### src/rtl/cnn_conv_pkg.sv
// rtl/cnn_conv_pkg.sv - Shared state enum and layer-size helpers for the conv layer family
package cnn_conv_pkg;

  typedef enum logic [2:0] {
    ST_IDLE,
    ST_LOAD_W,
    ST_STREAM,
    ST_DRAIN,
    ST_DONE
  } seq_state_e;

  function automatic int unsigned weight_num(input int unsigned cin, input int unsigned cout,
                                             input int unsigned k);
    return cin * cout * k * k;
  endfunction

  function automatic int unsigned pixel_num(input int unsigned cin, input int unsigned w,
                                            input int unsigned h);
    return cin * w * h;
  endfunction

  function automatic int unsigned out_num(input int unsigned cout, input int unsigned w,
                                          input int unsigned h);
    return cout * w * h;
  endfunction

  // Counter width able to index 0..n-1, never below one bit
  function automatic int unsigned cnt_width(input int unsigned n);
    return (n > 1) ? $clog2(n) : 1;
  endfunction

endpackage

### src/rtl/cnn_stream_fwd.sv
// rtl/cnn_stream_fwd.sv - One-cycle slice from a valid/ready source to a valid-only sink
module cnn_stream_fwd #(
  parameter int DATA_WIDTH = 32
) (
  input  logic                  clk_i,
  input  logic                  resetn_i,
  input  logic                  s_tvalid_i,
  input  logic                  s_tready_i,
  input  logic [DATA_WIDTH-1:0] s_tdata_i,
  output logic                  m_tvalid_o,
  output logic [DATA_WIDTH-1:0] m_tdata_o
);

  logic                  tvalid_q;
  logic [DATA_WIDTH-1:0] tdata_q;

  always_ff @(posedge clk_i) begin
    if (!resetn_i) begin
      tvalid_q <= 1'b0;
      tdata_q  <= '0;
    end else begin
      tvalid_q <= s_tvalid_i & s_tready_i;
      if (s_tvalid_i & s_tready_i) tdata_q <= s_tdata_i;
    end
  end

  assign m_tvalid_o = tvalid_q;
  assign m_tdata_o  = tdata_q;

endmodule

### src/rtl/cnn_conv_layer_sequencer.sv
// rtl/cnn_conv_layer_sequencer.sv - Layer sequencer: weight load, pixel stream, output drain
module cnn_conv_layer_sequencer
  import cnn_conv_pkg::*;
#(
  parameter int DATA_WIDTH      = 32,
  parameter int IMAGE_WIDTH     = 612,
  parameter int IMAGE_HEIGHT    = 612,
  parameter int CHANNEL_NUM_IN  = 64,
  parameter int CHANNEL_NUM_OUT = 64,
  parameter int KERNEL          = 3,
  parameter int DRAIN_TIMEOUT   = 4096
) (
  input  logic                                 clk,
  input  logic                                 reset,
  input  logic                                 start,
  input  logic                                 abort,
  input  logic                                 src_w_valid,
  input  logic [DATA_WIDTH-1:0]                src_w_data,
  output logic                                 src_w_ready,
  input  logic                                 src_px_valid,
  input  logic [DATA_WIDTH-1:0]                src_px_data,
  output logic                                 src_px_ready,
  output logic                                 conv_valid_weight_in,
  output logic [DATA_WIDTH-1:0]                conv_weight_in,
  output logic                                 conv_valid_in,
  output logic [DATA_WIDTH-1:0]                conv_pxl_in,
  input  logic                                 conv_valid_out,
  output logic                                 busy,
  output logic                                 done,
  output logic                                 error,
  output logic [cnt_width(CHANNEL_NUM_IN)-1:0] cur_ch
);

  localparam int unsigned WN     = weight_num(CHANNEL_NUM_IN, CHANNEL_NUM_OUT, KERNEL);
  localparam int unsigned ON     = out_num(CHANNEL_NUM_OUT, IMAGE_WIDTH, IMAGE_HEIGHT);
  localparam int unsigned WI_W   = cnt_width(WN);
  localparam int unsigned COL_W  = cnt_width(IMAGE_WIDTH);
  localparam int unsigned ROW_W  = cnt_width(IMAGE_HEIGHT);
  localparam int unsigned CH_W   = cnt_width(CHANNEL_NUM_IN);
  localparam int unsigned OUT_W  = cnt_width(ON + 1);
  localparam int unsigned IDLE_W = cnt_width(DRAIN_TIMEOUT + 1);

  localparam logic [WI_W-1:0]   W_LAST   = WI_W'(WN - 1);
  localparam logic [COL_W-1:0]  COL_LAST = COL_W'(IMAGE_WIDTH - 1);
  localparam logic [ROW_W-1:0]  ROW_LAST = ROW_W'(IMAGE_HEIGHT - 1);
  localparam logic [CH_W-1:0]   CH_LAST  = CH_W'(CHANNEL_NUM_IN - 1);
  localparam logic [OUT_W-1:0]  OUT_FULL = OUT_W'(ON);
  localparam logic [IDLE_W-1:0] IDLE_MAX = IDLE_W'(DRAIN_TIMEOUT);

  seq_state_e        state_q, state_d;
  logic [WI_W-1:0]   w_idx_q, w_idx_d;
  logic [COL_W-1:0]  col_q, col_d;
  logic [ROW_W-1:0]  row_q, row_d;
  logic [CH_W-1:0]   ch_q, ch_d;
  logic [OUT_W-1:0]  out_cnt_q, out_cnt_d;
  logic [IDLE_W-1:0] idle_q, idle_d;
  logic              error_q, error_d;
  logic              w_fire, px_fire, clr;

  assign src_w_ready  = (state_q == ST_LOAD_W);
  assign src_px_ready = (state_q == ST_STREAM);
  assign busy         = (state_q == ST_LOAD_W) || (state_q == ST_STREAM) || (state_q == ST_DRAIN);
  assign done         = (state_q == ST_DONE);
  assign error        = error_q;
  assign cur_ch       = ch_q;
  assign w_fire       = src_w_valid & src_w_ready;
  assign px_fire      = src_px_valid & src_px_ready;

  always_comb begin
    state_d   = state_q;
    w_idx_d   = w_idx_q;
    col_d     = col_q;
    row_d     = row_q;
    ch_d      = ch_q;
    out_cnt_d = out_cnt_q;
    idle_d    = idle_q;
    error_d   = error_q;
    clr       = 1'b0;

    // Strobes past OUT_NUM saturate rather than wrap
    if ((state_q == ST_STREAM || state_q == ST_DRAIN) && conv_valid_out && out_cnt_q != OUT_FULL)
      out_cnt_d = out_cnt_q + 1'b1;

    unique case (state_q)
      ST_IDLE: if (start) begin
        state_d = ST_LOAD_W;
        error_d = 1'b0;
        clr     = 1'b1;
      end
      ST_LOAD_W: if (w_fire) begin
        if (w_idx_q == W_LAST) state_d = ST_STREAM;
        else w_idx_d = w_idx_q + 1'b1;
      end
      ST_STREAM: if (px_fire) begin
        if (col_q != COL_LAST) col_d = col_q + 1'b1;
        else begin
          col_d = '0;
          if (row_q != ROW_LAST) row_d = row_q + 1'b1;
          else begin
            row_d = '0;
            if (ch_q != CH_LAST) ch_d = ch_q + 1'b1;
            else begin
              ch_d    = '0;
              idle_d  = '0;
              state_d = ST_DRAIN;
            end
          end
        end
      end
      ST_DRAIN: begin
        // idle_q holds the number of cycles elapsed since the last strobe
        idle_d = conv_valid_out ? IDLE_W'(1) : idle_q + 1'b1;
        if (out_cnt_d == OUT_FULL) state_d = ST_DONE;
        else if (!conv_valid_out && (idle_q + 1'b1) == IDLE_MAX) begin
          state_d = ST_DONE;
          error_d = 1'b1;
        end
      end
      ST_DONE: begin
        state_d = ST_IDLE;
        clr     = 1'b1;
      end
      default: state_d = ST_IDLE;
    endcase

    if (abort) begin
      state_d = ST_IDLE;
      clr     = 1'b1;
      if (busy) error_d = 1'b1;
    end

    if (clr) begin
      w_idx_d   = '0;
      col_d     = '0;
      row_d     = '0;
      ch_d      = '0;
      out_cnt_d = '0;
      idle_d    = '0;
    end
  end

  always_ff @(posedge clk) begin
    if (!reset) begin
      state_q   <= ST_IDLE;
      w_idx_q   <= '0;
      col_q     <= '0;
      row_q     <= '0;
      ch_q      <= '0;
      out_cnt_q <= '0;
      idle_q    <= '0;
      error_q   <= 1'b0;
    end else begin
      state_q   <= state_d;
      w_idx_q   <= w_idx_d;
      col_q     <= col_d;
      row_q     <= row_d;
      ch_q      <= ch_d;
      out_cnt_q <= out_cnt_d;
      idle_q    <= idle_d;
      error_q   <= error_d;
    end
  end

  cnn_stream_fwd #(.DATA_WIDTH(DATA_WIDTH)) u_w_fwd (
    .clk_i     (clk),
    .resetn_i  (reset),
    .s_tvalid_i(src_w_valid),
    .s_tready_i(src_w_ready),
    .s_tdata_i (src_w_data),
    .m_tvalid_o(conv_valid_weight_in),
    .m_tdata_o (conv_weight_in)
  );

  cnn_stream_fwd #(.DATA_WIDTH(DATA_WIDTH)) u_px_fwd (
    .clk_i     (clk),
    .resetn_i  (reset),
    .s_tvalid_i(src_px_valid),
    .s_tready_i(src_px_ready),
    .s_tdata_i (src_px_data),
    .m_tvalid_o(conv_valid_in),
    .m_tdata_o (conv_pxl_in)
  );

endmodule

### config.mk
export PLATFORM = sky130hd
export DESIGN_NAME = cnn_conv_layer_sequencer
export DESIGN_NICKNAME = d
export VERILOG_FILES = /design/src/rtl/cnn_conv_pkg.sv /design/src/rtl/cnn_stream_fwd.sv /design/src/rtl/cnn_conv_layer_sequencer.sv
export SDC_FILE = /design/constraint.sdc
export NUM_CORES = 1
export LEC_CHECK = 0
export ABC_AREA = 1
export CAP_MARGIN = 20
export CORE_AREA = 2 2 115 117
export CTS_BUF_LIST = sky130_fd_sc_hd__clkbuf_4 sky130_fd_sc_hd__clkbuf_8
export CTS_CLUSTER_DIAMETER = 100
export DETAILED_ROUTE_END_ITERATION = 12
export DIE_AREA = 0 0 117 119
export PLACE_DENSITY = 0.91
export SETUP_SLACK_MARGIN = 0.4
export SLEW_MARGIN = 10
export SYNTH_ARGS = -nofsm -noshare
export SYNTH_HDL_FRONTEND = slang
export SYNTH_SLANG_ARGS = --single-unit
### constraint.sdc
create_clock -name clk -period 4.9 [get_ports clk]
set_input_delay 1.225 -clock clk [delete_from_list [all_inputs] [get_ports clk]]
set_output_delay 1.225 -clock clk [all_outputs]
set_load 0.1 [all_outputs]
==> summary.md, run 1 <==
| Metric | Value |
|---|---|
| # IOs | 148 |
| Max_slew headroom | 26.23% |
| Hold Path Sink | w_idx_q[8] |
| Final WL | 19.43 mm |
| Max-cap violations | 0 |
| PostCTS Resize Cnt | 0 |
| CP endpoint kind | output port |
| Most used cell, CP | nor2_1 |
| Slew @ Worst Pin | 1.103 ns |
| Final setup TNS | 0 ns |
| Post-synthesis sequential area ratio | 42.25% |
| TritonRoute pass-1 iters | 5 |
| DRC | 0 |
| Post-synthesis cell count | 1050 |
| Chip height | 119 um |
| Die width | 117 um |
| R2R Setup Slk | 2.14 ns |
| Core ar. | 12870 um^2 |
| Total power | 2.776 mW |
| Asr flop ratio synth | 0% |
| Post-route ant nets | 0 |
| Pins Over Slew Limit | 0 |
| Sink Count | 150 |
| Post-synth top area share | 42.25% |
| CP Class | reg2out |
| Worst reg2reg path depth | 19 |
| Leakage | 3.573 nW |
| Net Sw Frac | 27.34% |
| Routability cong. | 0.8930 |
| Net Sw Power | 0.7589 mW |
| Synthesized cell area | 7108 um^2 |
| Syn Nets | 1129 |
| Crit start category | flip-flop |
| Clk pin slew, worst setup/hold paths | 0.07 ns |
| Fin crit period | 3.530 ns |
| R2r startpoint | out_cnt_q[0] |
| Initial antenna violation count | 0 |
| Multi-input logic area | 3560 um^2 |
| CP max FO | 4 |
| CTS H-Tree Depth | 4 |
| Total track usage | 28.63% |
| First-pass GRT wire length | 31.62 mm |
| CTS tree | yes |
| Worst EP required | 3.67 ns |
| DR vias | 7203 |
| Top Layer Used | met4 |
| CTS Buf Count | 17 |
| Part of the power in registers | 45.4% |
| Ant. Diodes | 0 |
| Most frequent cells in the layout | nor2_1, nand2_1, dfxtp_1 |
| Syn Area/Cell | 6.770 um^2 |
| EDFF count, synth | 0 |
| Vias in the first global route | 6939 |
| Max Fclk | 0.2833 GHz |
| Nets@finish | 1265 |
| R2R Path End | state_q[0] |
| Metal-1 WL | 7.756 mm |
| Synthesis warning total | 0 |
| Commonest non-fill, non-tap cell in the layout | nor2_1 |
| Initial Util | 55.21% |
| # Post-CTS Setup Buffers | 0 |
| Hold wc startpoint | w_idx_q[8] |
| RSZ-0062 raised after global routing | false |
| GRT overflow | 0 |
| Max incr delay on CP | 1.13 ns |
| Post-DP HPWL | 13.82 mm |
| FILL cells | 1011 |
| Via density | 5.246 |
| Routed WL per cell | 14.15 um |
| Clock power share | 39.5% |
| Worst hold path type | reg2reg |
| Initial DRC count | 493 |
| Clk root buf | clkbuf_8 |
| Fraction of layout cells with a size suffix above 1 | 6.099% |
| Arr. time, crit path | 2.30 ns |
| CTS Hold Bufs | 0 |
| Area grow syn2layout | 28.50% |
| Largest net degree at the start of global routing | 66 |
| Final setup fails | 0 |
| Site Rows | 42 |
| Status | complete, no violations |
| Area leader, netlist | dfxtp_1 |
| Fin crit share | 72.03% |
| Worst path cell trace | nor2_1 -> inv_1 -> nor2_1 -> clkdlybuf4s50_1 |
| Main synth FF type | dfxtp_1 |
| Clock Path Buffers | 2 |
| Buf/Inv on CP | 2 |
| Yosys reg bits | 150 |
| Pint | 2.017 mW |
| Top post-synthesis cells by area | dfxtp_1, nor2_1, nand2_1, o21ai_0, inv_1 |
| Sequential Area | 3003 um^2 |
| Hold path cells | 2 |
| Crit-path leading delay family | buffers and inverters |
| Combinational power share | 15.1% |
| Post-synth cell types | 41 |
| Slowest CP cell | clkdlybuf4s50_1 |
| Worst VDD drop | 0.3141 mV |
| Die Area | 13920 um^2 |
| Clock Skew | 0.008546 ns |
| Fin. Hold Viols | 0 |
| PwrDens | 303.9 nW/um^2 |
| IO Port Bufs | 147 |
| DR WL met2 | 9.271 mm |
| Met3 wire len | 1.894 mm |
| Clock Latency Late Sink | 0.45 ns |
-- power by group through the flow --
stage	Combinational [mW]	Clock, mW	Sequential, mW
after CTS	0.418	1.11	1.26
after detailed placement	0.415	0	1.29
after global placement	0.412	0	1.29
after global routing	0.439	1.16	1.26
final	0.418	1.10	1.26
after floorplan	0.103	0	1.46
-- layout make-up --
| type | count | share of cell area [%] |
|---|---|---|
| inverter | 104 | 4.301 |
| clock buffer | 22 | 3.178 |
| timing repair buffer | 151 | 16.38 |
| clock inverter | 8 | 1.877 |
| sequential | 150 | 32.88 |
| tap | 176 | 2.411 |
| multi-input combinational | 762 | 38.97 |
-- worst max path at each step --
stage,endpoint,from,cells after the start,slack [ns]
CTS,src_px_ready,state_q[2],4,1.37
global route,done,state_q[1],4,1.25
detailed placement,state_q[0],conv_valid_out,14,1.31
floorplan,w_idx_q[15],state_q[2],10,0.93
finish,done,state_q[1],4,1.37
global placement,cur_ch[0],src_px_valid,11,1.34
-- worst reg2reg max path, stage by stage (launching register included) --
cell and delay [ns]:
dfxtp_1 0.38, inv_2 0.13, ha_1 0.16, inv_1 0.04, nor2_1 0.07, nand2_1 0.08
nor2_1 0.19, nand3_4 0.20, nand2_4 0.27, inv_4 0.15, nand2_1 0.09, o21ai_0 0.13
nor2_2 0.14, nand3_1 0.09, nor2_1 0.13, nand2_1 0.10, nand2_1 0.08, nand2_2 0.08
o21ai_1 0.13, inv_1 0.05
-- metrics by stage --
stage          utilization, %  area [um^2]  hold slack (ns)  worst slack [ns]  instances
2_1_floorplan               -         7108           0.4339            0.9268       1050
3_3_place_gp            67.36         8672           0.4534             1.342       1343
5_1_grt                 70.94         9134           0.5017             1.249       1373
6_report                70.94         9134           0.4770             1.370       1373
3_5_place_dp            67.36         8672           0.4595             1.305       1343
4_1_cts                 70.94         9134           0.4795             1.366       1373
-- cells in the mapped netlist (4+ instances only) --
master	n
buf_2	4
nor3_1	26
nand3_1	46
a21oi_1	47
nand4_1	10
nor3b_1	5
nand2_2	6
inv_1	89
xnor2_1	13
nor2_1	257
and3_1	4
dfxtp_1	150
xor2_1	15
ha_1	8
nor2_2	7
o21ai_1	4
nand2_1	201
clkbuf_1	26
o21ai_0	83
inv_2	11
-- metal layers --
| metal | vias up | track usage (%) |
|---|---|---|
| met4 | 0 | 9.926 |
| met5 | - | 0 |
| met3 | 42 | 11.25 |
| li1 | 3612 | - |
| met2 | 264 | 47.43 |
| met1 | 3285 | 33.45 |
-- state kept, by name (all words and copies together), names as in the netlist --
| register | flops |
|---|---|
| u_px_fwd.m_tdata_o | 32 |
| u_w_fwd.m_tvalid_o | 1 |
| cur_ch | 6 |
| state_q | 3 |
| w_idx_q | 16 |
| idle_q | 13 |
| col_q | 10 |
| u_w_fwd.m_tdata_o | 32 |
| error | 1 |
| u_px_fwd.m_tvalid_o | 1 |
| row_q | 10 |
| out_cnt_q | 25 |
-- cell families (layout without fill, tap and decap cells) --
| logic type | count (synthesis) | count (layout) | share of synthesized area, % |
|---|---|---|---|
| buf+inv | 138 | 285 | 7.710 |
| compound gates | 148 | 148 | 10.90 |
| flops | 150 | 150 | 42.25 |
| fa+ha+maj | 8 | 8 | 1.408 |
| simple gates | 578 | 578 | 34.29 |
| xor+xnor | 28 | 28 | 3.450 |
Note: power is estimated with default switching activity, not from simulation.
==> inputs of run 2 (changes only) <==
--- a/config.mk
+++ b/config.mk
@@ -7,12 +7,12 @@
 export LEC_CHECK = 0
 export ABC_AREA = 1
 export CAP_MARGIN = 20
-export CORE_AREA = 2 2 115 117
+export CORE_AREA = 2 2 125 127
 export CTS_BUF_LIST = sky130_fd_sc_hd__clkbuf_4 sky130_fd_sc_hd__clkbuf_8
 export CTS_CLUSTER_DIAMETER = 100
 export DETAILED_ROUTE_END_ITERATION = 12
-export DIE_AREA = 0 0 117 119
-export PLACE_DENSITY = 0.91
+export DIE_AREA = 0 0 127 129
+export PLACE_DENSITY = 0.82
 export SETUP_SLACK_MARGIN = 0.4
 export SLEW_MARGIN = 10
 export SYNTH_ARGS = -nofsm -noshare
==> constraint.sdc (replaced) <==
create_clock -name clk -period 3.07 [get_ports clk]
set_input_delay 0.7675 -clock clk [delete_from_list [all_inputs] [get_ports clk]]
set_output_delay 0.7675 -clock clk [all_outputs]
set_load 0.1 [all_outputs]
==> run 2 against run 1 <==
  * Die area rose by 18%
  * Wire length decreased by 4.7%
  * Count of clock-buffer cells in the layout fell by 3
  * Worst hold slack lost 0.0046 ns
  * Clock power increased by 42%
  * Via count decreased by 1.2%
  * Largest cell class unchanged
  * Largest power group unchanged
  * Highest routed layer unchanged
==> summary.md, run 2 (same netlist as run 1, synthesis figures left out) <==
| Metric | Value |
|---|---|
| Status | complete, no violations |
| Hold wc startpoint | row_q[2] |
| Max Fclk | 0.4173 GHz |
| TritonRoute pass-1 iters | 7 |
| Hold path cells | 1 |
| Slew @ Worst Pin | 0.9857 ns |
| Fin. Hold Viols | 0 |
| Clk root buf | clkbuf_8 |
| Arr. time, crit path | 2.72 ns |
| Chip height | 129 um |
| CP Class | in2reg |
| Worst reg2reg path depth | 8 |
| Post-route ant nets | 0 |
| Vias in the first global route | 6709 |
| Slowest CP cell | clkdlybuf4s50_1 |
| DP Area | 8548 um^2 |
| DRC | 0 |
| CTS tree | yes |
| RSZ-0062 raised after global routing | false |
| Max incr delay on CP | 0.52 ns |
| Fin crit share | 78.06% |
| Total power | 4.233 mW |
| Non-Filler Instances | 1400 |
| Fin crit period | 2.396 ns |
| PwrDens | 468.0 nW/um^2 |
| Most used cell, CP | nand2_1 |
| Pins Over Slew Limit | 0 |
| Worst path cell trace | clkdlybuf4s50_1 -> inv_1 -> nor2_4 -> buf_4 -> nand2_4 -> nand2_1 -> nand2_1 -> nor3_1 -> nand3_1 -> nor2_1 -> nand2_1 -> nand2_1 -> a21oi_1 |
| Site Rows | 45 |
| Fraction of layout cells with a size suffix above 1 | 13.78% |
| Clock Latency Late Sink | 0.45 ns |
| Sink Count | 150 |
| R2r startpoint | row_q[0] |
| Final WL | 18.51 mm |
| Crit start category | primary input |
| Commonest non-fill, non-tap cell in the layout | nor2_1 |
| Largest net degree at the start of global routing | 65 |
| Die Area | 16380 um^2 |
| Most frequent cells in the layout | nor2_1, nand2_1, dfxtp_1 |
| R2R Path End | idle_q[7] |
| Ant. Diodes | 0 |
| # IOs | 148 |
| Via density | 5.083 |
| Clock Path Buffers | 2 |
| Initial Util | 47.46% |
| Worst VDD drop | 0.3778 mV |
| Die width | 127 um |
| CTS Buf Count | 17 |
| Post-layout instance area | 9045 um^2 |
| Routability cong. | 0.9180 |
| CTS H-Tree Depth | 4 |
| IO Port Bufs | 147 |
| Hold Path Sink | row_q[2] |
| CP max FO | 11 |
| Initial DRC count | 510 |
| Initial antenna violation count | 0 |
| GRT overflow | 0 |
| Clock Skew | 0.009572 ns |
| CP endpoint kind | flip-flop |
| Max_slew headroom | 34.21% |
| Worst hold path type | reg2reg |
| Max-cap violations | 0 |
| Nets@finish | 1279 |
| Leakage | 3.755 nW |
| R2R Setup Slk | 0.70 ns |
| Clk pin slew, worst setup/hold paths | 0.08 ns |
| Core ar. | 14980 um^2 |
| CTS Hold Bufs | 0 |
| Total track usage | 23.06% |
| Worst EP required | 3.40 ns |
| Final setup TNS | 0 ns |
| Routed WL per cell | 13.22 um |
| First-pass GRT wire length | 30.97 mm |
| Post-DP HPWL | 13.47 mm |
| Inst Count DP | 1360 |
| Final setup fails | 0 |
| DR vias | 7116 |
| Area grow syn2layout | 27.25% |
[run 2: cell types whose count changed in the layout (fill, tap and decap cells not counted), moves of 2 or more]
cell,change
clkinvlp_4,+2
bufinv_16,-2
clkdlybuf4s50_1,-76
clkinv_2,+2
buf_4,+89
clkbuf_8,-2
[run 2: through the flow]
step / hold WS, ns / utilization (%) / setup WS [ns]
finish: 0.4724 / 60.39 / 0.6735
CTS: 0.4746 / 59.81 / 0.4002
detailed placement: 0.4640 / 57.08 / 0.1640
global route: 0.5042 / 60.39 / 0.4096
global placement: 0.4508 / 57.08 / 0.2249
floorplan: 0.4339 / - / 0.4880
[run 2: metal layers]
metal	vias to the layer above	global-route usage (%)	routed length [um]	share of wire (%)
met4	0	8.533	460	2.5
met3	32	8.358	1655	8.9
li1	3632	-	-	-
met2	244	38.01	8575	46
met5	-	0	0	0
met1	3208	27.84	7815	42
[run 2: timing repair]
action                     in CTS  in global routing
hold endpoints to repair        0                  0
resized for setup               0                  4
buffers inserted                0                  7
setup endpoints to repair       0                  4
[run 2: report_power, final]
group          total, mW  switching [mW]  internal, mW
logic              0.658           0.476         0.181
registers           2.01          0.0260          1.99
clock network       1.56           0.732         0.829
total               4.23            1.23          3.00
[run 2: worst max-delay path by stage]
stage / start / to / slack [ns] / cells after the start
floorplan: state_q[1] / done / 0.49 / 3
global placement: conv_valid_out / state_q[0] / 0.22 / 14
detailed placement: conv_valid_out / state_q[0] / 0.16 / 14
CTS: out_cnt_q[0] / state_q[1] / 0.40 / 19
global route: out_cnt_q[0] / state_q[1] / 0.41 / 20
finish: conv_valid_out / error / 0.67 / 13
[run 2: worst max-delay path: cells and delay by family]
kind / cells / cell delay, ns
buffers and inverters: 3 / 0.79
AND/OR/NAND/NOR: 9 / 1.11
AO/OA/AOI/OAI: 1 / 0.06
[run 2: cell type report]
cell class	count	area [um^2]
flip-flops and latches	150	3004
clock inverters	12	153.9
well taps	188	235.2
inverters	104	392.9
clock buffers	19	255.2
multi-input cells	764	3605
repair buffers	163	1399
fillers	1347	5932
==> inputs of run 3 (changes only) <==
--- a/config.mk
+++ b/config.mk
@@ -7,12 +7,12 @@
 export LEC_CHECK = 0
 export ABC_AREA = 1
 export CAP_MARGIN = 20
-export CORE_AREA = 2 2 125 127
+export CORE_AREA = 2 2 119 121
 export CTS_BUF_LIST = sky130_fd_sc_hd__clkbuf_4 sky130_fd_sc_hd__clkbuf_8
 export CTS_CLUSTER_DIAMETER = 100
 export DETAILED_ROUTE_END_ITERATION = 12
-export DIE_AREA = 0 0 127 129
-export PLACE_DENSITY = 0.82
+export DIE_AREA = 0 0 121 123
+export PLACE_DENSITY = 0.86
 export SETUP_SLACK_MARGIN = 0.4
 export SLEW_MARGIN = 10
 export SYNTH_ARGS = -nofsm -noshare
==> constraint.sdc (replaced) <==
create_clock -name clk -period 2.4 [get_ports clk]
set_input_delay 0.6 -clock clk [delete_from_list [all_inputs] [get_ports clk]]
set_output_delay 0.6 -clock clk [all_outputs]
set_load 0.1 [all_outputs]
==> run 3 against run 2 <==
  * Die area down 9.2%
  * Setup slack lost 0.51 ns
  * Combinational power is 40% higher
  * Global-route usage is 4.0 points higher
  * Register-to-register slack got worse by 0.53 ns
  * Non-clock buffer count is 70 higher
  * Critical path type is now reg2reg
  * Critical endpoint is now state_q[0]
  * Largest power group unchanged
==> summary.md, run 3 (same netlist as run 1, synthesis figures left out) <==
| Metric | Value |
|---|---|
| CTS Buf Count | 17 |
| Setup ws final | 0.1681 ns |
| Nets@finish | 1348 |
| Clk pin slew, worst setup/hold paths | 0.08 ns |
| Worst reg2reg path depth | 17 |
| Slew @ Worst Pin | 0.5145 ns |
| Final Util | 74.27% |
| DP Worst Slack | -0.1709 ns |
| First-pass GRT wire length | 32.70 mm |
| Met3 wire len | 1.539 mm |
| GRT overflow | 0 |
| Leakage | 4.196 nW |
| Sink Count | 150 |
| Clock Path Buffers | 2 |
| Buf/Inv on CP | 5 |
| Clk root buf | clkbuf_8 |
| Non-Filler Instances | 1459 |
| Hold path cells | 1 |
| Commonest non-fill, non-tap cell in the layout | nor2_1 |
| Worst hold path type | reg2reg |
| FILL cells | 970 |
| Core ar. | 13610 um^2 |
| DR WL met2 | 9.810 mm |
| Post-DP HPWL | 14.03 mm |
| CTS tree | yes |
| Ant. Diodes | 0 |
| Fin. Hold Viols | 0 |
| DRC | 0 |
| Max Fclk | 0.4480 GHz |
| IO Port Bufs | 147 |
| Site Rows | 43 |
| Post-route ant nets | 0 |
| Crit start category | flip-flop |
| Max-cap violations | 0 |
| Worst VDD drop | 0.6704 mV |
| Top Layer Used | met4 |
| Clock Latency Late Sink | 0.46 ns |
| Inst Count DP | 1408 |
| DR vias | 7646 |
| Crit-path leading delay family | simple AND/OR/NAND/NOR gates |
| CP max FO | 7 |
| Largest net degree at the start of global routing | 65 |
| Routability cong. | 0.9260 |
| Chip height | 123 um |
| Initial antenna violation count | 0 |
| CP endpoint kind | flip-flop |
| Status | complete, no violations |
| Pins Over Slew Limit | 0 |
| Die width | 121 um |
| Fraction of layout cells with a size suffix above 1 | 27.21% |
| Final WL | 20.45 mm |
| Worst path cell trace | inv_2 -> nor2_1 -> inv_2 -> nor2_4 -> nand2_8 -> buf_4 -> buf_4 -> nand2_1 -> nand2_2 -> nor2_1 -> nand3_1 -> nor2_1 -> nand2_1 -> nand2_1 -> nand2_2 -> o21ai_1 -> inv_1 |
| Total track usage | 27.07% |
| RSZ-0062 raised after global routing | true |
| Vias in the first global route | 7138 |
| Fin crit share | 93.00% |
| Max incr delay on CP | 0.39 ns |
| Routed WL per cell | 14.02 um |
| Worst EP required | 2.75 ns |
| Via density | 5.241 |
| Clock Skew | 0.009277 ns |
| Die Area | 14880 um^2 |
| Final setup fails | 0 |
| # IOs | 148 |
| Slowest CP cell | dfxtp_2 |
| Metal-1 WL | 8.442 mm |
| Initial DRC count | 503 |
| CTS H-Tree Depth | 4 |
| Initial Util | 52.22% |
| TritonRoute pass-1 iters | 6 |
| CP Class | reg2reg |
| PwrDens | 543.4 nW/um^2 |
| Most frequent cells in the layout | nor2_1, nand2_1, buf_4 |
| Fin crit period | 2.232 ns |
| Final setup TNS | 0 ns |
| WP depth | 17 |
| Area grow syn2layout | 42.23% |
| Max_slew headroom | 65.70% |
| Arr. time, crit path | 2.58 ns |
-- run 3: changes by cell type in the layout (fill, tap and decap cells not counted), moves of 8 or more --
cell,previous run,this run
buf_4,93,147
dfxtp_1,149,126
nand2_1,201,180
nor2_1,255,235
nand2_2,6,25
dfxtp_2,1,17
nor2_2,9,24
inv_1,89,76
nand3_1,46,36
inv_2,11,19
-- run 3: where the power goes --
group,total [mW],switching (mW),internal [mW]
logic,0.923,0.639,0.284
registers,2.57,0.0329,2.54
clock network,2.00,0.928,1.07
-- run 3: per-stage QoR --
step	hold WS, ns	power (mW)	cell area, um^2
2_1_floorplan	0.4339	3.210	7238
3_3_place_gp	0.4580	3.489	9094
3_5_place_dp	0.4651	3.499	9094
4_1_cts	0.4544	5.496	9754
5_1_grt	0.4570	5.665	10110
6_report	0.4405	5.493	10110
-- run 3: layer usage --
metal  global-route usage (%)  up-vias
li1                         -     3776
met1                    33.24     3531
met2                    43.43      288
met3                    8.625       51
met4                    12.43        0
met5                        0        -
-- run 3: final cells by class --
cell class	count	area (um^2)	area share (%)
inverter	104	416.7	4.121
timing repair buffer	233	2048	20.26
clock buffer	20	269.0	2.661
timing repair inverter	1	6.256	0.06188
sequential	150	3050	30.17
tap	180	225.2	2.228
multi-input combinational	762	3965	39.22
clock inverter	9	128.9	1.275
-- run 3: what timing repair did --
item                       in CTS  in global routing
setup endpoints to repair      44                 73
resized for setup              54                 77
hold buffers                    0                  0
pin swaps                      15                 35
gates cloned                    1                  2
buffers inserted                8                 11
-- run 3: final timing paths --
kind              slack [ns]        from          to
setup / recovery        0.17  state_q[1]  state_q[0]
hold / removal          0.44    row_q[5]    row_q[5]
setup reg to reg        0.17  state_q[1]  state_q[0]
hold reg to reg         0.44    row_q[5]    row_q[5]
